===== src/rtl/pipe4_pkg.sv =====
// pipe4_pkg: shared definitions for the pipe4 issue stage.
//   - func encodings for the 4-stage register/ALU/writeback/memory pipe
//   - bit positions of the fields inside a 24-bit instruction word
//   - source-use decode (which register sources a func reads)
//   - issue FSM state type
package pipe4_pkg;

  localparam logic [3:0] FN_ADD   = 4'd0;
  localparam logic [3:0] FN_SUB   = 4'd1;
  localparam logic [3:0] FN_AND   = 4'd2;
  localparam logic [3:0] FN_PASSA = 4'd3;
  localparam logic [3:0] FN_PASSB = 4'd4;
  localparam logic [3:0] FN_OR    = 4'd5;
  localparam logic [3:0] FN_XOR   = 4'd6;
  localparam logic [3:0] FN_SLT   = 4'd7;
  localparam logic [3:0] FN_NOT   = 4'd8;
  localparam logic [3:0] FN_NOTB  = 4'd9;
  localparam logic [3:0] FN_SHR   = 4'd10;
  localparam logic [3:0] FN_SHL   = 4'd11;
  // Pass-A of R0 into R0 and a store to the reserved scratch address.
  localparam logic [3:0] FN_BUBBLE = FN_PASSA;

  // Instruction word: {func[23:20], rd[19:16], rs1[15:12], rs2[11:8], addr[7:0]}
  localparam int INSTR_W  = 24;
  localparam int FUNC_LSB = 20;
  localparam int RD_LSB   = 16;
  localparam int RS1_LSB  = 12;
  localparam int RS2_LSB  = 8;
  localparam int ADDR_LSB = 0;

  typedef enum logic [1:0] {
    ST_IDLE  = 2'd0,
    ST_ISSUE = 2'd1,
    ST_STALL = 2'd2
  } state_t;

  function automatic logic uses_rs1(input logic [3:0] fn);
    logic used;
    case (fn)
      FN_ADD, FN_SUB, FN_AND, FN_OR, FN_XOR, FN_SLT,
      FN_PASSA, FN_NOT, FN_SHR, FN_SHL: used = 1'b1;
      default:                          used = 1'b0;
    endcase
    return used;
  endfunction

  function automatic logic uses_rs2(input logic [3:0] fn);
    logic used;
    case (fn)
      FN_ADD, FN_SUB, FN_AND, FN_OR, FN_XOR, FN_SLT,
      FN_PASSB, FN_NOTB: used = 1'b1;
      default:           used = 1'b0;
    endcase
    return used;
  endfunction

  // func 12..15 have no pipe meaning.
  function automatic logic is_legal(input logic [3:0] fn);
    return (fn <= FN_SHL);
  endfunction

endpackage


===== src/rtl/pipe4_instr_fifo.sv =====
// pipe4_instr_fifo: synchronous instruction buffer with flush.
// Ports:
//   clk, rst        clock, synchronous active-high reset
//   push, wdata     write request / word (ignored when full)
//   pop             read request (ignored when empty)
//   flush           empty the buffer; wins over push and pop
//   rdata           head word (valid when !empty)
//   full, empty     occupancy flags from the registered count
module pipe4_instr_fifo #(
  parameter int DEPTH = 4,
  parameter int WIDTH = 24
) (
  input  logic             clk,
  input  logic             rst,
  input  logic             push,
  input  logic             pop,
  input  logic             flush,
  input  logic [WIDTH-1:0] wdata,
  output logic [WIDTH-1:0] rdata,
  output logic             full,
  output logic             empty
);

  localparam int AW = (DEPTH > 1) ? $clog2(DEPTH) : 1;
  localparam logic [AW-1:0] PTR_ONE  = AW'(1);
  localparam logic [AW:0]   CNT_ONE  = (AW+1)'(1);
  localparam logic [AW:0]   CNT_FULL = (AW+1)'(DEPTH);

  logic [WIDTH-1:0] mem_r [DEPTH];
  logic [AW-1:0]    wr_ptr_r;
  logic [AW-1:0]    rd_ptr_r;
  logic [AW:0]      count_r;
  logic             do_push_s;
  logic             do_pop_s;

  assign full      = (count_r == CNT_FULL);
  assign empty     = (count_r == {(AW+1){1'b0}});
  assign do_push_s = push && !full && !flush;
  assign do_pop_s  = pop && !empty && !flush;
  assign rdata     = mem_r[rd_ptr_r];

  // Storage write; contents need no reset because empty gates their use
  always_ff @(posedge clk) begin
    if (do_push_s) begin
      mem_r[wr_ptr_r] <= wdata;
    end
  end

  // Pointers and occupancy; pointers wrap naturally since DEPTH is a power of 2
  always_ff @(posedge clk) begin
    if (rst || flush) begin
      wr_ptr_r <= {AW{1'b0}};
      rd_ptr_r <= {AW{1'b0}};
      count_r  <= {(AW+1){1'b0}};
    end else begin
      if (do_push_s) wr_ptr_r <= wr_ptr_r + PTR_ONE;
      if (do_pop_s)  rd_ptr_r <= rd_ptr_r + PTR_ONE;
      case ({do_push_s, do_pop_s})
        2'b10:   count_r <= count_r + CNT_ONE;
        2'b01:   count_r <= count_r - CNT_ONE;
        default: count_r <= count_r;
      endcase
    end
  end

endmodule


===== src/rtl/pipe4_issue.sv =====
// pipe4_issue: issue/decode stage feeding the 4-stage pipe, which has no
// forwarding and no valid bit. A read-after-write scoreboard holds back any
// head instruction that reads a register still in flight, and a harmless
// bubble (R0 <- R0, store R0 to SCRATCH_ADDR) is issued whenever nothing can go.
// Ports:
//   clk, rst                 clock, synchronous active-high reset
//   in_valid, in_instr       instruction word in; accepted when in_ready
//   in_ready                 buffer not full
//   flush                    drop all buffered, un-issued words (scoreboard kept)
//   rs1, rs2, rd, func, addr registered fields to the pipe
//   out_bubble               current fields are a bubble
//   err_illegal              one-cycle pulse when an illegal func is dropped
// Optional build macro PIPE4_ISSUE_PERF_EN adds saturating 16-bit counters
// perf_issued (ISSUE cycles) and perf_stalls (STALL cycles).
module pipe4_issue
  import pipe4_pkg::*;
#(
  parameter int         FIFO_DEPTH   = 4,
  parameter int         HAZARD_DEPTH = 3,
  parameter logic [7:0] SCRATCH_ADDR = 8'hFF
) (
  input  logic        clk,
  input  logic        rst,
  input  logic        in_valid,
  input  logic [23:0] in_instr,
  output logic        in_ready,
  input  logic        flush,
  output logic [3:0]  rs1,
  output logic [3:0]  rs2,
  output logic [3:0]  rd,
  output logic [3:0]  func,
  output logic [7:0]  addr,
  output logic        out_bubble,
  output logic        err_illegal
`ifdef PIPE4_ISSUE_PERF_EN
  ,
  output logic [15:0] perf_issued,
  output logic [15:0] perf_stalls
`endif
);

  logic [INSTR_W-1:0] head_s;
  logic               fifo_full_s;
  logic               fifo_empty_s;
  logic               push_s;
  logic               pop_s;
  logic               issue_s;
  logic               illegal_s;
  logic               hazard_s;
  logic [3:0]         head_func_s, head_rd_s, head_rs1_s, head_rs2_s;
  logic [7:0]         head_addr_s;
  logic               sb_v_r  [HAZARD_DEPTH];
  logic [3:0]         sb_rd_r [HAZARD_DEPTH];
  state_t             state_r, state_next_s;

  assign in_ready = !fifo_full_s;
  assign push_s   = in_valid && in_ready && !flush;

  pipe4_instr_fifo #(
    .DEPTH (FIFO_DEPTH),
    .WIDTH (INSTR_W)
  ) u_fifo (
    .clk   (clk),
    .rst   (rst),
    .push  (push_s),
    .pop   (pop_s),
    .flush (flush),
    .wdata (in_instr),
    .rdata (head_s),
    .full  (fifo_full_s),
    .empty (fifo_empty_s)
  );

  assign head_func_s = head_s[FUNC_LSB +: 4];
  assign head_rd_s   = head_s[RD_LSB +: 4];
  assign head_rs1_s  = head_s[RS1_LSB +: 4];
  assign head_rs2_s  = head_s[RS2_LSB +: 4];
  assign head_addr_s = head_s[ADDR_LSB +: 8];

  // Hazard: any valid in-flight rd matches a source the head actually reads
  always_comb begin
    hazard_s = 1'b0;
    for (int i = 0; i < HAZARD_DEPTH; i++) begin
      hazard_s = hazard_s | (sb_v_r[i] &&
                 ((uses_rs1(head_func_s) && (sb_rd_r[i] == head_rs1_s)) ||
                  (uses_rs2(head_func_s) && (sb_rd_r[i] == head_rs2_s))));
    end
  end

  // Issue decision; an illegal head is dropped and reported as an idle cycle
  always_comb begin
    state_next_s = ST_IDLE;
    pop_s        = 1'b0;
    issue_s      = 1'b0;
    illegal_s    = 1'b0;
    if (flush) begin
      state_next_s = ST_IDLE;
    end else if (fifo_empty_s) begin
      state_next_s = ST_IDLE;
    end else if (!is_legal(head_func_s)) begin
      state_next_s = ST_IDLE;
      pop_s        = 1'b1;
      illegal_s    = 1'b1;
    end else if (hazard_s) begin
      state_next_s = ST_STALL;
    end else begin
      state_next_s = ST_ISSUE;
      pop_s        = 1'b1;
      issue_s      = 1'b1;
    end
  end

  // FSM state register; the state mirrors what the output fields hold
  always_ff @(posedge clk) begin
    if (rst) state_r <= ST_IDLE;
    else     state_r <= state_next_s;
  end

  assign out_bubble = (state_r != ST_ISSUE);

  // Registered pipe fields: the head's fields on issue, bubble otherwise
  always_ff @(posedge clk) begin
    if (rst || !issue_s) begin
      func <= FN_BUBBLE;
      rd   <= 4'd0;
      rs1  <= 4'd0;
      rs2  <= 4'd0;
      addr <= SCRATCH_ADDR;
    end else begin
      func <= head_func_s;
      rd   <= head_rd_s;
      rs1  <= head_rs1_s;
      rs2  <= head_rs2_s;
      addr <= head_addr_s;
    end
  end

  // Illegal-drop pulse
  always_ff @(posedge clk) begin
    if (rst) err_illegal <= 1'b0;
    else     err_illegal <= illegal_s;
  end

  // Scoreboard shift register; flush leaves it alone since issued writes are real
  always_ff @(posedge clk) begin
    if (rst) begin
      for (int i = 0; i < HAZARD_DEPTH; i++) begin
        sb_v_r[i]  <= 1'b0;
        sb_rd_r[i] <= 4'd0;
      end
    end else begin
      sb_v_r[0]  <= issue_s;
      sb_rd_r[0] <= issue_s ? head_rd_s : 4'd0;
      for (int i = 1; i < HAZARD_DEPTH; i++) begin
        sb_v_r[i]  <= sb_v_r[i-1];
        sb_rd_r[i] <= sb_rd_r[i-1];
      end
    end
  end

`ifdef PIPE4_ISSUE_PERF_EN
  // Saturating ISSUE/STALL cycle counters
  always_ff @(posedge clk) begin
    if (rst) begin
      perf_issued <= 16'd0;
      perf_stalls <= 16'd0;
    end else begin
      if ((state_r == ST_ISSUE) && (perf_issued != 16'hFFFF))
        perf_issued <= perf_issued + 16'd1;
      if ((state_r == ST_STALL) && (perf_stalls != 16'hFFFF))
        perf_stalls <= perf_stalls + 16'd1;
    end
  end
`endif

endmodule


===== config.mk =====
export PLATFORM = sky130hd
export DESIGN_NAME = pipe4_issue
export DESIGN_NICKNAME = d
export VERILOG_FILES = /design/src/rtl/pipe4_pkg.sv /design/src/rtl/pipe4_instr_fifo.sv /design/src/rtl/pipe4_issue.sv
export SDC_FILE = /design/constraint.sdc
export NUM_CORES = 1
export LEC_CHECK = 0
export CELL_PAD_IN_SITES_DETAIL_PLACEMENT = 0
export CELL_PAD_IN_SITES_GLOBAL_PLACEMENT = 1
export CORE_UTILIZATION = 45
export CTS_BUF_LIST = sky130_fd_sc_hd__clkbuf_16
export DETAILED_ROUTE_END_ITERATION = 7
export GPL_ROUTABILITY_DRIVEN = 1
export MAX_ROUTING_LAYER = met4
export PLACE_DENSITY_LB_ADDON = 0.1
export SETUP_SLACK_MARGIN = 0.2
export SYNTH_ARGS = -nofsm -noshare
export SYNTH_HDL_FRONTEND = slang
export SYNTH_SLANG_ARGS = --single-unit

===== constraint.sdc =====
create_clock -name clk -period 6.2 [get_ports clk]
set_input_delay 1.24 -clock clk [delete_from_list [all_inputs] [get_ports clk]]
set_output_delay 1.24 -clock clk [all_outputs]
set_load 0.1 [all_outputs]

Yosys cells after proc, flatten, opt, wreduce, memory -nomap -nowiden --
Memory sizes are Yosys's and may differ from the RTL's. A register that Yosys moved wholly into a read port is not among the register bits. Cells that the tools add are included.
Word-level totals: flip-flop bits (word level) 34, memory bits (writable) 111, ROM bits 96, word-level logic and storage cells 95, memories 9
Operators by class: $add $sub $neg 4, order comparisons 1, eq/ne operators 10, multiplexer cells 24, bitwise operators 9, reductions and logical operators 28
Memories:
- u_fifo.mem_r | words 4, bits a word 24, rd ports 1, clocked after Yosys merged registers in 1, wr ports 1, line pipe4_instr_fifo.sv:29 | logic [WIDTH-1:0] mem_r [DEPTH];
- (no name shown) | words 16, bits a word 1, rd ports 1, clocked after Yosys merged registers in 0, wr ports 0, line pipe4_pkg.sv:39 | case (fn)
- (no name shown) | words 16, bits a word 1, rd ports 1, clocked after Yosys merged registers in 0, wr ports 0, line pipe4_pkg.sv:49 | case (fn)
- (no name shown) | words 16, bits a word 1, rd ports 1, clocked after Yosys merged registers in 0, wr ports 0, line pipe4_pkg.sv:39
- (no name shown) | words 16, bits a word 1, rd ports 1, clocked after Yosys merged registers in 0, wr ports 0, line pipe4_pkg.sv:49
- (no name shown) | words 16, bits a word 1, rd ports 1, clocked after Yosys merged registers in 0, wr ports 0, line pipe4_pkg.sv:39
- +3 memories
Operators by type and width (number):
- == test 4 bit | 6
- two-way mux 1 bit | 16
- two-way mux 4 bit | 4
- logical AND 1 bit | 15
- bitwise OR 1 bit | 8
- two-way mux 2 bit | 3
- case mux 3 bit (2 select lines) | 1
- logical OR 1 bit | 5
- adder 2 x 1 -> 2 bit (second input constant) | 2
- <= comparator 4 bit (second input constant) | 1
- zero test 1 bit | 4
- OR reduction 4 bit | 1
- adder 3 x 1 -> 3 bit (second input constant) | 1
- == test 3 bit (second input constant) | 1
- zero test 3 bit | 1
- OR reduction 3 bit | 1
- subtractor 3 x 1 -> 3 bit (second input constant) | 1
- == test 2 x 1 -> 1 bit (second input constant) | 1
- == test 2 bit (second input constant) | 1
- != test 2 x 1 -> 1 bit (second input constant) | 1
- nonzero test 2 bit | 1
- inverter 1 bit | 1

Logic depth before layout (Yosys ltp) --
depth after elaboration 14, mapped depth 16, depth with buffers taken out 13

Hierarchy --
From an unflattened synthesis, not the netlist that was laid out.
Unflattened totals: cells, all modules 325, area total of the unflattened synthesis 5412.7 um^2
By module, submodules not included:
- pipe4_instr_fifo | times used 1, cells each 183, area each 3973.8 um^2, sequential area each 3062.9 um^2
- pipe4_issue | times used 1, cells each 142, area each 1438.9 um^2, sequential area each 760.7 um^2

Worst setup path before layout --
Ideal clock, no wire load.
kind register -> register, start point register (tool-made name), end point register u_fifo.count_r[2], setup time 70 ps, arrival time 3129 ps, data required time 6130 ps, path slack 3001 ps, cell stages (with the launch flop) 15, buffers on the path 1, cell sequence dfxtp_1 > buf_6 > mux4_2 > xnor2_1 > o2111ai_1 > nand3_2 > o31ai_4 > nor2_1 > nor2_1 > ha_1 > inv_1 > fa_1 > xor2_1 > or3_1 > a21oi_1
RTL lines:
- end signal, assigned | line pipe4_instr_fifo.sv:54 | count_r <= {(AW+1){1'b0}};
- end signal, assigned | line pipe4_instr_fifo.sv:59 | 2'b10: count_r <= count_r + CNT_ONE;
- end signal, assigned | line pipe4_instr_fifo.sv:60 | 2'b01: count_r <= count_r - CNT_ONE;
- end, declared | line pipe4_instr_fifo.sv:32 | logic [AW:0] count_r;

==> results.json <==
{
  "status": "complete, no violations",
  "cts-root-buf": "clkbuf_16",
  "ff2ff_path_depth": 14,
  "p_per_area_nw_per_um2": 300,
  "worst_setup_path_end_kind": "flop",
  "avgSynthCellArea_um2": 15.9,
  "cts_tree": "done",
  "rows": 40,
  "path_class": "flop to flop",
  "final.setup.tns_ns": 0,
  "timing.fmax_mhz": 239,
  "clk_pin_slew_ns": 0.06,
  "crit_required_ns": 6.54,
  "whs_endpoint": "u_fifo.wr_ptr_r[1]$_SDFFE_PP0P_",
  "cp_max_fo": 21,
  "gp_congestion": 0.790,
  "cts.sinks": 143,
  "drtIter0Drc": 195,
  "io_pins": 55,
  "synth-edff-count": 96,
  "start_util_pct": 46.8,
  "cts_hold_buf": 0,
  "core_um2": 12200,
  "wl_um": 10700,
  "overflow": 0,
  "syn-num-nets": 393,
  "ys_async_sr_fraction_pct": 0,
  "fin_skew_ns": 0.00789,
  "synthDistinctLibCells": 43,
  "fin_crit_ns": 4.18,
  "r2r_slack_ns": 2.02,
  "cts_setup_buffers": 0,
  "timing.rr.end": "u_fifo.count_r[2]$_SDFFE_PP0P_",
  "netlist_area_um2": 5720,
  "fin_area_um2": 6960,
  "yosys_warnings": 0,
  "cts_buffer_depth": 2,
  "leakage_nw": 2.30,
  "ir_drop_uv": 333,
  "viasPerCell": 5.12,
  "remaining_drc_errors": 0,
  "final_nets": 453,
  "cap_violations": 0,
  "track_usage_pct": 19.1,
  "cts_max_level": 4,
  "syn2layout_area_growth_pct": 21.6,
  "grt-busiest-layer": "met2",
  "vias": 3072,
  "synth_cells": 359,
  "dpl.hpwl_um": 7040,
  "grt_pass1_vias": 3206,
  "cts_resized": 0,
  "slew_violations": 0,
  "worstHoldStart": "u_fifo.wr_ptr_r[1]$_SDFFE_PP0P_",
  "grt_max_degree": 25,
  "period_share_pct": 67.4,
  "die_x_um": 115,
  "cts_buffers": 17,
  "min_path_type": "flop to flop",
  "setup_violations": 0,
  "grt_pass1_wl_um": 17300,
  "nFillCells": 1021,
  "ys_seq_area_share_pct": 66.8,
  "die_h_um": 115,
  "die_area_um2": 13200,
  "gr-usage-met2_pct": 30.1,
  "worst_pin_slew_ns": 1.16,
  "insertion_delay_ns": 0.41,
  "ant_nets": 0,
  "hold_depth": 2,
  "ys.flop_type": "edfxtp_1",
  "antenna_found_initial": 0,
  "hold_viol_final": 0,
  "placed_area_um2": 6390,
  "portBuffers": 54,
  "critPathArrivalTime_ns": 4.52,
  "rsz0062_at_grt": "no",
  "start_kind": "flop",
  "slew_headroom_pct": 22.6,
  "drive_gt1_share_pct": 15.7,
  "diodes": 0,
  "met3_usage_pct": 6.27,
  "met1_usage_pct": 23.6,
  "avgRoutedWirePerCell_um": 17.9,
  "drt-pass1-iter-count": 4,
  "ys_ff_latch": 143
}
[registers in the layout, summed over array words and instances (netlist names), named ones only]
signal           flops
addr                 8
err_illegal          1
func                 4
rd                   3
rs1                  4
rs2                  4
sb_rd_r              9
sb_v_r               3
state_r              2
u_fifo.count_r       3
u_fifo.mem_r        96
u_fifo.rd_ptr_r      2
u_fifo.wr_ptr_r      2
[synthesized netlist by cell type (2+ instances only)]
cell	n	area share [%]
or2_1	10	1.1
nor2b_1	16	1.7
buf_4	5	0.66
nand2_1	9	0.59
nor2_1	15	0.98
nand3_1	8	0.70
inv_1	14	0.92
mux2i_1	22	3.8
and2_1	5	0.55
o21ai_0	2	0.17
ha_1	5	1.1
and3b_1	2	0.31
nand4_1	4	0.44
buf_6	2	0.39
nor3_1	3	0.26
buf_2	5	0.44
clkbuf_1	6	0.39
a21oi_1	4	0.35
nand3b_1	8	1.0
edfxtp_1	96	50
mux4_2	23	9.1
xor2_1	2	0.31
dfxtp_1	47	16
or2_2	2	0.22
or3b_1	3	0.46
xnor2_1	19	2.9
o2111ai_1	6	0.92
[critical path, stage by stage (launching register included)]
cell	delay [ns]
dfxtp_1	1.05
buf_4	0.39
mux2i_1	0.37
mux2i_1	0.13
o2111ai_1	0.25
nand3_1	0.12
o221ai_2	0.33
nor2_1	0.12
nor2_1	0.11
ha_1	0.19
inv_1	0.06
fa_1	0.38
xor2_1	0.16
or3_1	0.30
a21oi_1	0.14
[per-layer routing]
layer  up-vias  part of all wire, %
li1       1466                    -
met1      1530                   46
met2        68                   49
met3         8                  4.5
met4         0                 0.87
met5         -                    0
[logic make-up after synthesis]
logic type / count (synthesis) / share of synthesized area [%]
DFF: 143 / 66.8
and+or+nand+nor: 92 / 9.32
muxes: 47 / 13.6
buffers and inverters: 33 / 3.06
xor gates and xnor gates: 21 / 3.22
AOI/OAI and AO/OA: 17 / 2.56
adders and majority gates: 6 / 1.44
[how the worst max path moves through the flow]
stage | startpoint | end | slack (ns) | cells past startpoint
after global routing | flop | u_fifo.count_r[2]$_SDFFE_PP0P_ | 1.72 | 14
after CTS | flop | u_fifo.count_r[2]$_SDFFE_PP0P_ | 1.97 | 14
after detailed placement | flop | u_fifo.count_r[2]$_SDFFE_PP0P_ | 1.97 | 14
final | flop | u_fifo.count_r[2]$_SDFFE_PP0P_ | 2.02 | 14
after floorplan | flop | u_fifo.count_r[2]$_SDFFE_PP0P_ | 3.00 | 14
after global placement | flop | u_fifo.count_r[2]$_SDFFE_PP0P_ | 2.14 | 14
[metrics by stage]
| step | setup WS (ns) | hold slack [ns] | util (%) | power [mW] | instances |
|---|---|---|---|---|---|
| final | 2.02 | 0.504 | 57.0 | 2.09 | 600 |
| after floorplan | 3.00 | 0.469 | - | 1.12 | 359 |
| after global placement | 2.14 | 0.491 | 52.4 | 1.16 | 568 |
| after global routing | 1.72 | 0.528 | 57.0 | 2.16 | 600 |
| after CTS | 1.97 | 0.507 | 57.0 | 2.11 | 600 |
| after detailed placement | 1.97 | 0.499 | 52.4 | 1.16 | 568 |
[power by group]
group / switching (mW) / internal [mW]
clock network: 0.397 / 0.556
registers: 0.00683 / 1.03
logic: 0.0546 / 0.0433
total: 0.459 / 1.63
[layout by cell type, fill, tap and decap left out, drive strengths merged, types with 15 or more instances in the layout]
cell type / Yosys / routed
clkbuf: 6 / 17
clkdlybuf4s50: 0 / 54
dfxtp: 47 / 47
edfxtp: 96 / 96
inv: 14 / 19
mux2i: 22 / 22
mux4: 24 / 24
nor2: 15 / 15
nor2b: 16 / 16
xnor2: 19 / 19
[final cells by class]
cell class / instances / area [um2] / share of cell area [%]
clock buffers: 17 / 425 / 6.12
clock inverters: 15 / 136 / 1.96
inverters: 14 / 52.6 / 0.755
multi-input cells: 183 / 1720 / 24.7
flip-flops and latches: 143 / 3820 / 55.0
well taps: 168 / 210 / 3.02
repair buffers: 60 / 586 / 8.42
(Power assumes the default switching activity.)
